### src/rtl/key_pulser_array.sv
// Array of independent key channels: synchronise, debounce, then emit one-cycle
// pulses on press and, when enabled, auto-repeat pulses while the key is held.
module key_pulser_array #(
  parameter int N_KEYS          = 4,
  parameter int SYNC_STAGES     = 2,
  parameter int DEBOUNCE_CYCLES = 16,
  parameter int REPEAT_DELAY    = 500,
  parameter int REPEAT_PERIOD   = 100
) (
  input  logic              clk_i,
  input  logic              rst_ni,
  input  logic [N_KEYS-1:0] key_ni,
  input  logic              repeat_en_i,
  output logic [N_KEYS-1:0] pulse_o,
  output logic [N_KEYS-1:0] held_o
);

  localparam int DEB_W   = (DEBOUNCE_CYCLES > 1) ? $clog2(DEBOUNCE_CYCLES) : 1;
  localparam int REP_MAX = (REPEAT_DELAY > REPEAT_PERIOD) ? REPEAT_DELAY : REPEAT_PERIOD;
  localparam int REP_W   = $clog2(REP_MAX + 1);

  localparam logic [DEB_W-1:0] DEB_LAST    = DEB_W'(DEBOUNCE_CYCLES - 1);
  localparam logic [REP_W-1:0] DELAY_LAST  = REP_W'(REPEAT_DELAY - 1);
  localparam logic [REP_W-1:0] PERIOD_LAST = REP_W'(REPEAT_PERIOD - 1);

  typedef enum logic [1:0] {
    ST_IDLE,
    ST_DELAY,
    ST_REPEAT,
    ST_HOLD
  } state_e;

  for (genvar gi = 0; gi < N_KEYS; gi++) begin : g_ch
    logic [SYNC_STAGES-1:0] sync_q;
    logic                   pressed_s;
    logic [DEB_W-1:0]       deb_q, deb_d;
    logic                   held_q, held_d;
    logic                   rise, fall;
    state_e                 state_q, state_d;
    logic [REP_W-1:0]       rep_q, rep_d;
    logic                   pulse_q, pulse_d;

    // Synchroniser resets to the released level so no press is seen out of reset.
    always_ff @(posedge clk_i or negedge rst_ni) begin
      if (!rst_ni) begin
        sync_q <= '1;
      end else begin
        sync_q <= {sync_q[SYNC_STAGES-2:0], key_ni[gi]};
      end
    end

    assign pressed_s = ~sync_q[SYNC_STAGES-1];

    always_comb begin
      deb_d  = '0;
      held_d = held_q;
      if (pressed_s != held_q) begin
        if (deb_q == DEB_LAST) begin
          held_d = pressed_s;
        end else begin
          deb_d = deb_q + DEB_W'(1);
        end
      end
    end

    // Edges are taken from the next debounced state so pulse and held rise together.
    assign rise = held_d & ~held_q;
    assign fall = ~held_d & held_q;

    always_comb begin
      state_d = state_q;
      rep_d   = rep_q;
      pulse_d = 1'b0;
      if (fall) begin
        state_d = ST_IDLE;
        rep_d   = '0;
      end else begin
        case (state_q)
          ST_IDLE: begin
            if (rise) begin
              pulse_d = 1'b1;
              rep_d   = '0;
              state_d = repeat_en_i ? ST_DELAY : ST_HOLD;
            end
          end
          ST_DELAY: begin
            if (!repeat_en_i) begin
              state_d = ST_HOLD;
              rep_d   = '0;
            end else if (rep_q == DELAY_LAST) begin
              pulse_d = 1'b1;
              rep_d   = '0;
              state_d = ST_REPEAT;
            end else begin
              rep_d = rep_q + REP_W'(1);
            end
          end
          ST_REPEAT: begin
            if (!repeat_en_i) begin
              state_d = ST_HOLD;
              rep_d   = '0;
            end else if (rep_q == PERIOD_LAST) begin
              pulse_d = 1'b1;
              rep_d   = '0;
            end else begin
              rep_d = rep_q + REP_W'(1);
            end
          end
          ST_HOLD: begin
            rep_d = '0;
          end
          default: begin
            state_d = ST_IDLE;
            rep_d   = '0;
          end
        endcase
      end
    end

    always_ff @(posedge clk_i or negedge rst_ni) begin
      if (!rst_ni) begin
        deb_q   <= '0;
        held_q  <= 1'b0;
        state_q <= ST_IDLE;
        rep_q   <= '0;
        pulse_q <= 1'b0;
      end else begin
        deb_q   <= deb_d;
        held_q  <= held_d;
        state_q <= state_d;
        rep_q   <= rep_d;
        pulse_q <= pulse_d;
      end
    end

    assign pulse_o[gi] = pulse_q;
    assign held_o[gi]  = held_q;
  end

endmodule

### config.mk
export PLATFORM = sky130hd
export DESIGN_NAME = key_pulser_array
export DESIGN_NICKNAME = d
export VERILOG_FILES = /design/src/rtl/key_pulser_array.sv
export SDC_FILE = /design/constraint.sdc
export NUM_CORES = 1
export LEC_CHECK = 0
export CAP_MARGIN = 20
export CORE_ASPECT_RATIO = 0.7
export CORE_MARGIN = 4
export CORE_UTILIZATION = 47
export CTS_BUF_LIST = sky130_fd_sc_hd__clkbuf_8 sky130_fd_sc_hd__clkbuf_16
export DETAILED_ROUTE_END_ITERATION = 10
export SLEW_MARGIN = 10
export SYNTH_ARGS = -nofsm -noshare
export SYNTH_HDL_FRONTEND = slang
export SYNTH_SLANG_ARGS = --single-unit
### constraint.sdc
create_clock -name clk_i -period 5.6 [get_ports clk_i]
set_input_delay 1.68 -clock clk_i [delete_from_list [all_inputs] [get_ports clk_i]]
set_output_delay 1.68 -clock clk_i [all_outputs]
set_load 0.005 [all_outputs]
==> results of run 1 <==
## layer usage
metal | routed length, um | track usage, % | part of all wire (%) | vias to the layer above
met2 | 3170 | 24.6 | 41 | 43
li1 | - | - | - | 1547
met4 | 101 | 5.76 | 1.3 | 0
met1 | 4110 | 23.2 | 54 | 1448
met5 | 0 | 0 | 0 | -
met3 | 258 | 5.00 | 3.4 | 10
## cell usage after synthesis, types with 5 or more instances
cell / number / area (um2)
nor3b_1: 5 / 37.5
nand3_1: 18 / 90.1
xor2_1: 10 / 87.6
or4_1: 5 / 37.5
inv_1: 29 / 109
a31oi_1: 5 / 31.3
xnor2_1: 13 / 114
o2bb2ai_1: 5 / 43.8
o21ai_0: 11 / 55.1
buf_4: 8 / 60.1
nor2_2: 6 / 37.5
nand4b_1: 8 / 70.1
nand2b_1: 8 / 50.1
a21oi_1: 18 / 90.1
dfstp_2: 8 / 210
nor3_1: 14 / 70.1
o21ai_1: 18 / 90.1
and2_1: 5 / 31.3
dfrtp_1: 68 / 1700
nand2_1: 48 / 180
ha_1: 32 / 400
nor2_1: 35 / 131
nand4_1: 6 / 37.5
## cell type report
type / instances / share of cell area [%]
Sequential cell: 76 / 40.6
Timing Repair Buffer: 14 / 2.92
Clock buffer: 13 / 5.96
Multi-Input combinational cell: 317 / 44.7
Tap cell: 120 / 3.19
Clock inverter: 2 / 0.186
Inverter: 30 / 2.39
## power by group through the flow
stage	clock (mW)	sequential, mW	combinational, mW
CTS	0.569	0.661	0.559
global route	0.597	0.671	0.646
floorplan	0	0.656	0.446
global placement	0	0.668	0.545
detailed placement	0	0.669	0.556
finish	0.548	0.661	0.558
## stage by stage
stage                     instance area [um2]  setup slack [ns]
after floorplan                          4210              2.74
after global placement                   4420              1.73
after detailed placement                 4420              1.65
after CTS                                4710              1.99
after global routing                     4710              1.76
final                                    4710              1.96
## final timing paths
| path | cells after the start | endpoint | slack (ns) |
|---|---|---|---|
| worst max register to register | 11 | g_ch[2].rep_q[7] | 3.11 |
| min in group asynchronous | 1 | g_ch[0].rep_q[4] | 1.50 |
| worst min-delay path | 0 | g_ch[0].sync_q[1] | 0.35 |
| max in group asynchronous | 1 | g_ch[1].rep_q[6] | 3.51 |
| worst min register to register | 0 | g_ch[0].sync_q[1] | 0.35 |
| worst max-delay path | 6 | g_ch[2].rep_q[7] | 1.96 |
## cell families after synthesis
family | after synthesis
and+or+nand+nor | 176
AOI/OAI and AO/OA | 82
DFF | 76
buffers and inverters | 42
adders and majority gates | 32
xor gates and xnor gates | 23
muxes | 4
## registers in the layout (all words and copies together), names as in the netlist
| signal | count |
|---|---|
| g_ch.held_q | 4 |
| g_ch.sync_q | 8 |
| g_ch.rep_q | 36 |
| g_ch.state_q | 8 |
| g_ch.deb_q | 16 |
| g_ch.pulse_q | 4 |
## worst max-delay path: cells and delay by family
kind | cells | cell delay [ns]
buf+inv | 2 | 0.99
compound gates | 1 | 0.34
simple gates | 3 | 0.88
==> reports/qor.yml, run 1 <==
rows: 28
ant_nets: 0
postSynthCellCount: 435
layout_common_cells: "68 x dfrtp_1, 48 x nand2_1, 35 x nor2_1"
drive_gt1_share_pct: 8.19
synth_nets: 474
setup_viol: 0
ys.flop_type: "dfrtp_1"
grt_max_degree: 77
worst_ep_required_time_ns: 5.86
endpoint_kind: "register"
drt_iter0_markers: 178
gp_congestion: 0.827
status: "complete, no violations"
crit_fanout: 13
multi_input_area_um2: 2100
numCtsBuffers: 9
syn_avg_cell_area_um2: 9.67
vias: 3048
pin_count: 15
final_common_cell: "dfrtp_1"
synth_compound_area_share_pct: 12.9
slew_headroom_pct: 37.8
timing.final.crit_share_pct: 65.0
fin_crit_ns: 3.64
clock_skew_ns: 0.00554
p_per_area_nw_per_um2: 376
grt_pass1_wl_um: 14100
crit_path_frequent_cell: "nor2_1"
cpMaxStageDelayCell: "clkdlybuf4s50_1"
ys_seq_area_share_pct: 45.5
synth_cell_types: 53
fillCellCount: 793
yosys.area_share.simple_pct: 21.8
wl_um: 7630
r2r-start: "g_ch[2].deb_q[0]"
clock_path_buffers: 2
synth_edf_count: 0
grt_pass1_vias: 3014
cts_root_buffer: "clkbuf_16"
synthAdderAreaFrac_pct: 9.52
drc: 0
ctsResizeCount: 0
start_kind: "input port"
die_area_um2: 10500
leakage_nw: 2.01
hold_start: "g_ch[0].sync_q[0]"
grt_util_all_layers_pct: 16.6
syn2layout_area_growth_pct: 11.9
final-seq-area_um2: 1910
overflow: 0
fin_cells: 572
seqPwrFrac_pct: 37.4
sw_frac_of_total_pct: 33.2
hpwl_um: 5400
drv_cap: 0
final_core_util_pct: 54.8
core_area_um2: 8580
ys_warn_count: 0
die_h_um: 87.1
worstMarginPinSlew_ns: 0.932
cts_tree: "done"
min_path_type: "reg -> reg"
place_inst: 557
clk_pin_slew_worst_paths_ns: 0.06
internal_power_mw: 1.18
antenna_cells: 0
clkSinkCount: 76
die_x_um: 121
path_class: "in -> reg"
async_flop_share_pct: 100
slowest_delay_ns: 0.80
max_freq_mhz: 275
rsz0062_at_grt: "no"
timing.critical_path.from: "repeat_en_i"
total_power_mw: 1.77
combPwrFrac_pct: 31.6
synth_mux_area_share_pct: 1.07
post_drt_wl_per_cell_um: 13.3
fin_tns_setup_ns: 0
ys_ff_latch: 76
power_switching_mw: 0.587
hold_buffers: 0
synth_area_um2: 4210
ctsHtreeMaxLevel: 3
critPathArrivalTime_ns: 3.90
initial_core_util_pct: 49.0
slew_violations: 0
post_cts_buffers: 0
crit_path_cell_trace: "clkdlybuf4s50_1, inv_2, or4_1, a21oi_1, nor2_1, nor2_1"
drt-vias-per-instance: 5.33
layout.nets: 487
peakVddDrop_mv: 0.185
clock_power_share_pct: 31.0
io_buffers: 14
dr.pass1.iters: 4
antenna_found_initial: 0
holdWs_ns: 0.354
synth_xor_area_share_pct: 4.79
clkLatencyLatePin_ns: 0.33
synth_top_family_by_area: "simple AND/OR/NAND/NOR gates"
hold_viol: 0
Note: power is estimated with default switching activity, not from simulation.
==> run 2: changes to the inputs <==
==> constraint.sdc (replaced) <==
create_clock -name clk_i -period 3.8 [get_ports clk_i]
set_input_delay 1.14 -clock clk_i [delete_from_list [all_inputs] [get_ports clk_i]]
set_output_delay 1.14 -clock clk_i [all_outputs]
set_load 0.005 [all_outputs]
==> run 2 against run 1 <==
  * Clock-buffer cell count down 4
  * First-iteration DRC count up 23%
  * Final area up 0.40%
  * Hold slack better by 0.0023 ns
  * Routed wire length up 1.3%
  * Total power up 51%
  * Register-to-register slack worse by 1.8 ns
  * Clock power up 57%
==> reports/qor.yml, run 2 (synthesized netlist as in run 1, its figures left out) <==
status: "complete, no violations"
hpwl_um: 5360  # -0.81%
core_area_um2: 8580  # unchanged
place_ws_ns: 0.727  # -0.922 ns
clk_pin_slew_worst_paths_ns: 0.06  # about the same
layout_common_cells: "68 x dfrtp_1, 48 x nand2_1, 35 x nor2_1"
critPathArrivalTime_ns: 2.99  # -0.91 ns
worst_slack_ns: 1.08  # -0.881 ns
setup_viol: 0  # unchanged
max_freq_mhz: 367
path_class: "in -> reg"
drt-vias-per-instance: 5.27  # -1.1%
overflow: 0  # unchanged
largest_reg_flops: 36  # unchanged
endpoint_kind: "register"
layout.nets: 488  # +0.21%
hold_buffers: 0  # unchanged
reg.largest.list: "g_ch.rep_q (36), g_ch.deb_q (16)"
crit_fanout: 9  # -4
post_cts_buffers: 0  # unchanged
wl_um: 7730  # +1.3%
antenna_found_initial: 0  # unchanged
post_drt_wl_per_cell_um: 13.5  # +0.94%
die_h_um: 87.1  # unchanged
clock_skew_ns: 0.00649  # +0.000942 ns
cpMaxStageDelayCell: "or4_1"
top_register: "g_ch.rep_q"
worst_ep_required_time_ns: 4.06  # -1.80 ns
hold_viol: 0  # unchanged
crit_path_cell_trace: "clkdlybuf4s50_1, inv_2, or4_1, a21oi_1, nor2_1, nor2_1"
drc: 0  # unchanged
drv_cap: 0  # unchanged
drive_gt1_share_pct: 8.81  # +0.62 points
peakVddDrop_mv: 0.264  # +43%
grt_util_all_layers_pct: 16.7  # +0.13 points
grt_max_degree: 77  # unchanged
multi_input_area_um2: 2100  # unchanged
final-seq-area_um2: 1910  # unchanged
final_common_cell: "dfrtp_1"
dr.pass1.iters: 4  # unchanged
rsz0062_at_grt: "no"
min_path_type: "reg -> reg"
slew_headroom_pct: 37.5  # -0.35 points
pin_count: 15  # unchanged
cts_root_buffer: "clkbuf_16"
ctsHtreeMaxLevel: 3  # unchanged
clkSinkCount: 76  # unchanged
io_buffers: 14  # unchanged
cts_tree: "done"
clkLatencyLatePin_ns: 0.33  # about the same
crit_path_frequent_cell: "nor2_1"
clock_path_buffers: 2  # unchanged
p_per_area_nw_per_um2: 564  # +50%
fin_cells: 574  # +0.35%
syn2layout_area_growth_pct: 12.3
grt_pass1_vias: 3000  # -0.46%
place_inst: 558  # +0.18%
die_x_um: 121  # unchanged
timing.final.crit_share_pct: 71.6
antenna_cells: 0  # unchanged
worstMarginPinSlew_ns: 0.938  # +0.00527 ns
leakage_nw: 2.00  # -0.28%
rows: 28  # unchanged
fin_tns_setup_ns: 0  # unchanged
fin_crit_ns: 2.72
initial_core_util_pct: 49.0  # unchanged
vias: 3026  # -0.72%
grt_pass1_wl_um: 14200  # +1.0%
ant_nets: 0  # unchanged
gp_congestion: 0.849  # +2.6%
start_kind: "input port"
holdWs_ns: 0.356  # +0.00232 ns
drt_iter0_markers: 219  # +23%
crit_family: "simple AND/OR/NAND/NOR gates"
die_area_um2: 10500  # unchanged
ctsResizeCount: 0  # unchanged
numCtsBuffers: 9  # unchanged
slowest_delay_ns: 0.56  # -0.24 ns
path_buf_inv: 2  # unchanged
slew_violations: 0  # unchanged
fillCellCount: 790  # -0.38%
[run 2: final timing paths]
| kind | cells after the start | slack (ns) | endpoint | from |
|---|---|---|---|---|
| max | 6 | 1.08 | g_ch[2].rep_q[8] | repeat_en_i |
| min | 0 | 0.36 | g_ch[3].sync_q[1] | g_ch[3].sync_q[0] |
| max reg2reg | 9 | 1.30 | g_ch[2].rep_q[8] | g_ch[2].deb_q[0] |
| min reg2reg | 0 | 0.36 | g_ch[3].sync_q[1] | g_ch[3].sync_q[0] |
| max in group asynchronous | 1 | 2.24 | g_ch[3].rep_q[1] | rst_ni |
| min in group asynchronous | 1 | 0.95 | g_ch[0].rep_q[5] | rst_ni |
[run 2: metrics by stage]
stage	power, mW	instance area, um2	utilization (%)
4_1_cts	2.70	4720	55.0
5_1_grt	2.87	4720	55.0
6_report	2.67	4720	55.0
2_1_floorplan	1.62	4210	-
3_3_place_gp	1.79	4420	51.5
3_5_place_dp	1.81	4420	51.5
[run 2: report_power, final]
| group | internal (mW) | total, mW | switching, mW |
|---|---|---|---|
| registers | 0.894 | 0.975 | 0.0812 |
| logic | 0.340 | 0.830 | 0.490 |
| clock network | 0.512 | 0.860 | 0.349 |
[run 2: cell type report]
| cell class | count | area share [%] |
|---|---|---|
| clock inverter | 7 | 1.59 |
| sequential | 76 | 40.5 |
| multi-input combinational | 317 | 44.5 |
| timing repair buffer | 15 | 3.07 |
| clock buffer | 9 | 4.77 |
| tap | 120 | 3.18 |
| inverter | 30 | 2.38 |
[run 2: routing by layer]
layer	track usage (%)	part of all wire (%)
met1	24.2	53
met2	24.5	42
met3	4.61	3.2
met4	4.94	1.2
met5	0	0
==> run 3: changes to the inputs <==
--- a/config.mk
+++ b/config.mk
@@ -11,6 +11,7 @@
 export CORE_UTILIZATION = 47
 export CTS_BUF_LIST = sky130_fd_sc_hd__clkbuf_8 sky130_fd_sc_hd__clkbuf_16
 export DETAILED_ROUTE_END_ITERATION = 10
+export PLACE_DENSITY = 0.66
 export SLEW_MARGIN = 10
 export SYNTH_ARGS = -nofsm -noshare
 export SYNTH_HDL_FRONTEND = slang
==> constraint.sdc (replaced) <==
create_clock -name clk_i -period 2.5 [get_ports clk_i]
set_input_delay 0.75 -clock clk_i [delete_from_list [all_inputs] [get_ports clk_i]]
set_output_delay 0.75 -clock clk_i [all_outputs]
set_load 0.005 [all_outputs]
==> run 3 against run 2 <==
  * Clock-buffer cell count is 1 higher
  * First-iteration DRC count is 4.1% lower
  * Utilization is 2.6 points higher
  * Hold slack worse by 0.0014 ns
  * Total power is 70% higher
  * Flip-flop and latch count stayed put
  * Clock power is 99% higher
  * Sequential share of layout area is 1.8 points lower
  * Final cell count is 2.1% higher
  * Sequential power is 53% higher
==> reports/qor.yml, run 3 (synthesized netlist as in run 1, its figures left out) <==
place_inst: 570  # +2.2%
syn2layout_area_growth_pct: 17.6
wl_met1_um: 3970  # -3.5%
slew_headroom_pct: 68.1  # +31 points
clkSinkCount: 76  # unchanged
cts_tree: "done"
fin_cells: 586  # +2.1%
vias: 3124  # +3.2%
place_area_um2: 4530  # +2.3%
leakage_nw: 2.12  # +5.9%
seqPwrFrac_pct: 32.9  # -3.7 points
worst_slack_ns: 0.146  # -0.932 ns
slew_violations: 0  # unchanged
clock_path_buffers: 2  # unchanged
post_drt_wl_per_cell_um: 13.4  # -0.43%
worstMarginPinSlew_ns: 0.477  # -0.461 ns
status: "complete, no violations"
dr.pass1.iters: 5  # +1
max_freq_mhz: 425
rows: 28  # unchanged
cts_root_buffer: "clkbuf_16"
overflow: 0  # unchanged
combPwrFrac_pct: 29.4  # -1.7 points
top_register: "g_ch.rep_q"
clk_pin_slew_worst_paths_ns: 0.06  # about the same
clkLatencyLatePin_ns: 0.33  # about the same
ant_nets: 0  # unchanged
wl_met3_um: 333  # +33%
slowest_delay_ns: 0.53  # -0.03 ns
hold_buffers: 0  # unchanged
initial_core_util_pct: 49.0  # unchanged
wl_um: 7860  # +1.7%
grt_pass1_vias: 3033  # +1.1%
worst_ep_required_time_ns: 2.71  # -1.35 ns
layout.nets: 500  # +2.5%
ctsHtreeMaxLevel: 3  # unchanged
critPathArrivalTime_ns: 2.56  # -0.43 ns
reg.largest.list: "g_ch.rep_q (36), g_ch.deb_q (16)"
die_area_um2: 10500  # unchanged
post_cts_buffers: 0  # unchanged
layout_common_cells: "68 x dfrtp_1, 48 x nand2_1, 34 x nor2_1"
fin_crit_ns: 2.35
gp_congestion: 0.839  # -1.2%
holdWs_ns: 0.355  # -0.00140 ns
pin_count: 15  # unchanged
cpMaxStageDelayCell: "or4b_4"
final_common_cell: "dfrtp_1"
min_path_type: "reg -> reg"
core_area_um2: 8580  # unchanged
hold_viol: 0  # unchanged
fin_area_um2: 4940  # +4.6%
grt_util_all_layers_pct: 16.3  # -0.46 points
crit_fanout: 4  # -5
setup_viol: 0  # unchanged
drt_iter0_markers: 210  # -4.1%
start_kind: "register"
numCtsBuffers: 9  # unchanged
largest_reg_flops: 36  # unchanged
endpoint_kind: "register"
grt_pass1_wl_um: 13900  # -2.4%
die_h_um: 87.1  # unchanged
internal_power_mw: 3.14  # +80%
antenna_found_initial: 0  # unchanged
drc: 0  # unchanged
p_per_area_nw_per_um2: 916  # +62%
drt-vias-per-instance: 5.33  # +1.1%
drive_gt1_share_pct: 11.8  # +3.0 points
rsz0062_at_grt: "no"
die_x_um: 121  # unchanged
timing.final.crit_share_pct: 94.1
grt_max_degree: 42  # -45%
path_class: "reg -> reg"
hpwl_um: 5620  # +4.8%
clock_power_share_pct: 37.7  # +5.4 points
place_ws_ns: -0.0265  # -0.753 ns
fillCellCount: 740  # -6.3%
sw_frac_of_total_pct: 30.6  # -3.9 points
crit_path_cell_trace: "ha_4, nand3_1, nand2_1, o21a_1, inv_1, ha_1, and2_1, or4b_4, nor2_2, xnor2_1, nor2_1"
power_switching_mw: 1.39  # +51%
drv_cap: 0  # unchanged
clock_skew_ns: 0.00583  # -0.000660 ns
wl_met2_um: 3470  # +5.8%
io_buffers: 14  # unchanged
antenna_cells: 0  # unchanged
peakVddDrop_mv: 0.513  # +94%
highest_layer: "met4"
final_core_util_pct: 57.6  # +2.6 points
## run 3: routing by layer
layer / vias to the layer above / track usage (%)
li1: 1580 / -
met1: 1485 / 22.3
met2: 50 / 24.8
met3: 9 / 4.81
met4: 0 / 5.66
met5: - / 0
## run 3: layout make-up
class | count | area [um2] | area share (%)
clock inverters | 6 | 159 | 3.21
multi-input cells | 317 | 2120 | 43.0
flip-flops and latches | 76 | 1910 | 38.7
repair buffers | 27 | 248 | 5.01
clock buffers | 10 | 239 | 4.83
inverters | 30 | 113 | 2.28
well taps | 120 | 150 | 3.04
## run 3: stage by stage
step,power (mW),setup TNS [ns]
2_1_floorplan,2.47,0
3_3_place_gp,2.78,0
3_5_place_dp,2.81,-0.103
4_1_cts,4.56,0
5_1_grt,4.80,0
6_report,4.53,0
## run 3: critical path, delay by kind of cell, from the launching register on
kind                       cells  cell delay [ns]
buffers and inverters          1             0.06
and+or+nand+nor                6             1.05
xor gates and xnor gates       1             0.12
adders and majority gates      2             0.45
AOI/OAI and AO/OA              1             0.13
DFF                            1             0.42
## run 3: repair_timing
item	4_1_cts	5_1_grt
gates resized for setup	0	4
setup endpoints to repair	0	1
hold endpoints to repair	0	0
## run 3: final timing paths
kind                                   start                 to  slack, ns  cells past startpoint
min                        g_ch[3].sync_q[0]  g_ch[3].sync_q[1]       0.35                      0
min in group asynchronous             rst_ni   g_ch[0].deb_q[3]       0.37                      1
max reg2reg                 g_ch[2].deb_q[0]   g_ch[2].rep_q[7]       0.15                     11
max in group asynchronous             rst_ni  g_ch[3].sync_q[1]       1.49                      2
max                         g_ch[2].deb_q[0]   g_ch[2].rep_q[7]       0.15                     11
min reg2reg                g_ch[3].sync_q[0]  g_ch[3].sync_q[1]       0.35                      0
## run 3: power by group through the flow
stage | Combinational (mW) | Clock [mW] | Sequential [mW]
floorplan | 0.998 | 0 | 1.47
global placement | 1.29 | 0 | 1.49
detailed placement | 1.31 | 0 | 1.50
CTS | 1.33 | 1.75 | 1.48
global route | 1.50 | 1.79 | 1.51
finish | 1.33 | 1.71 | 1.49
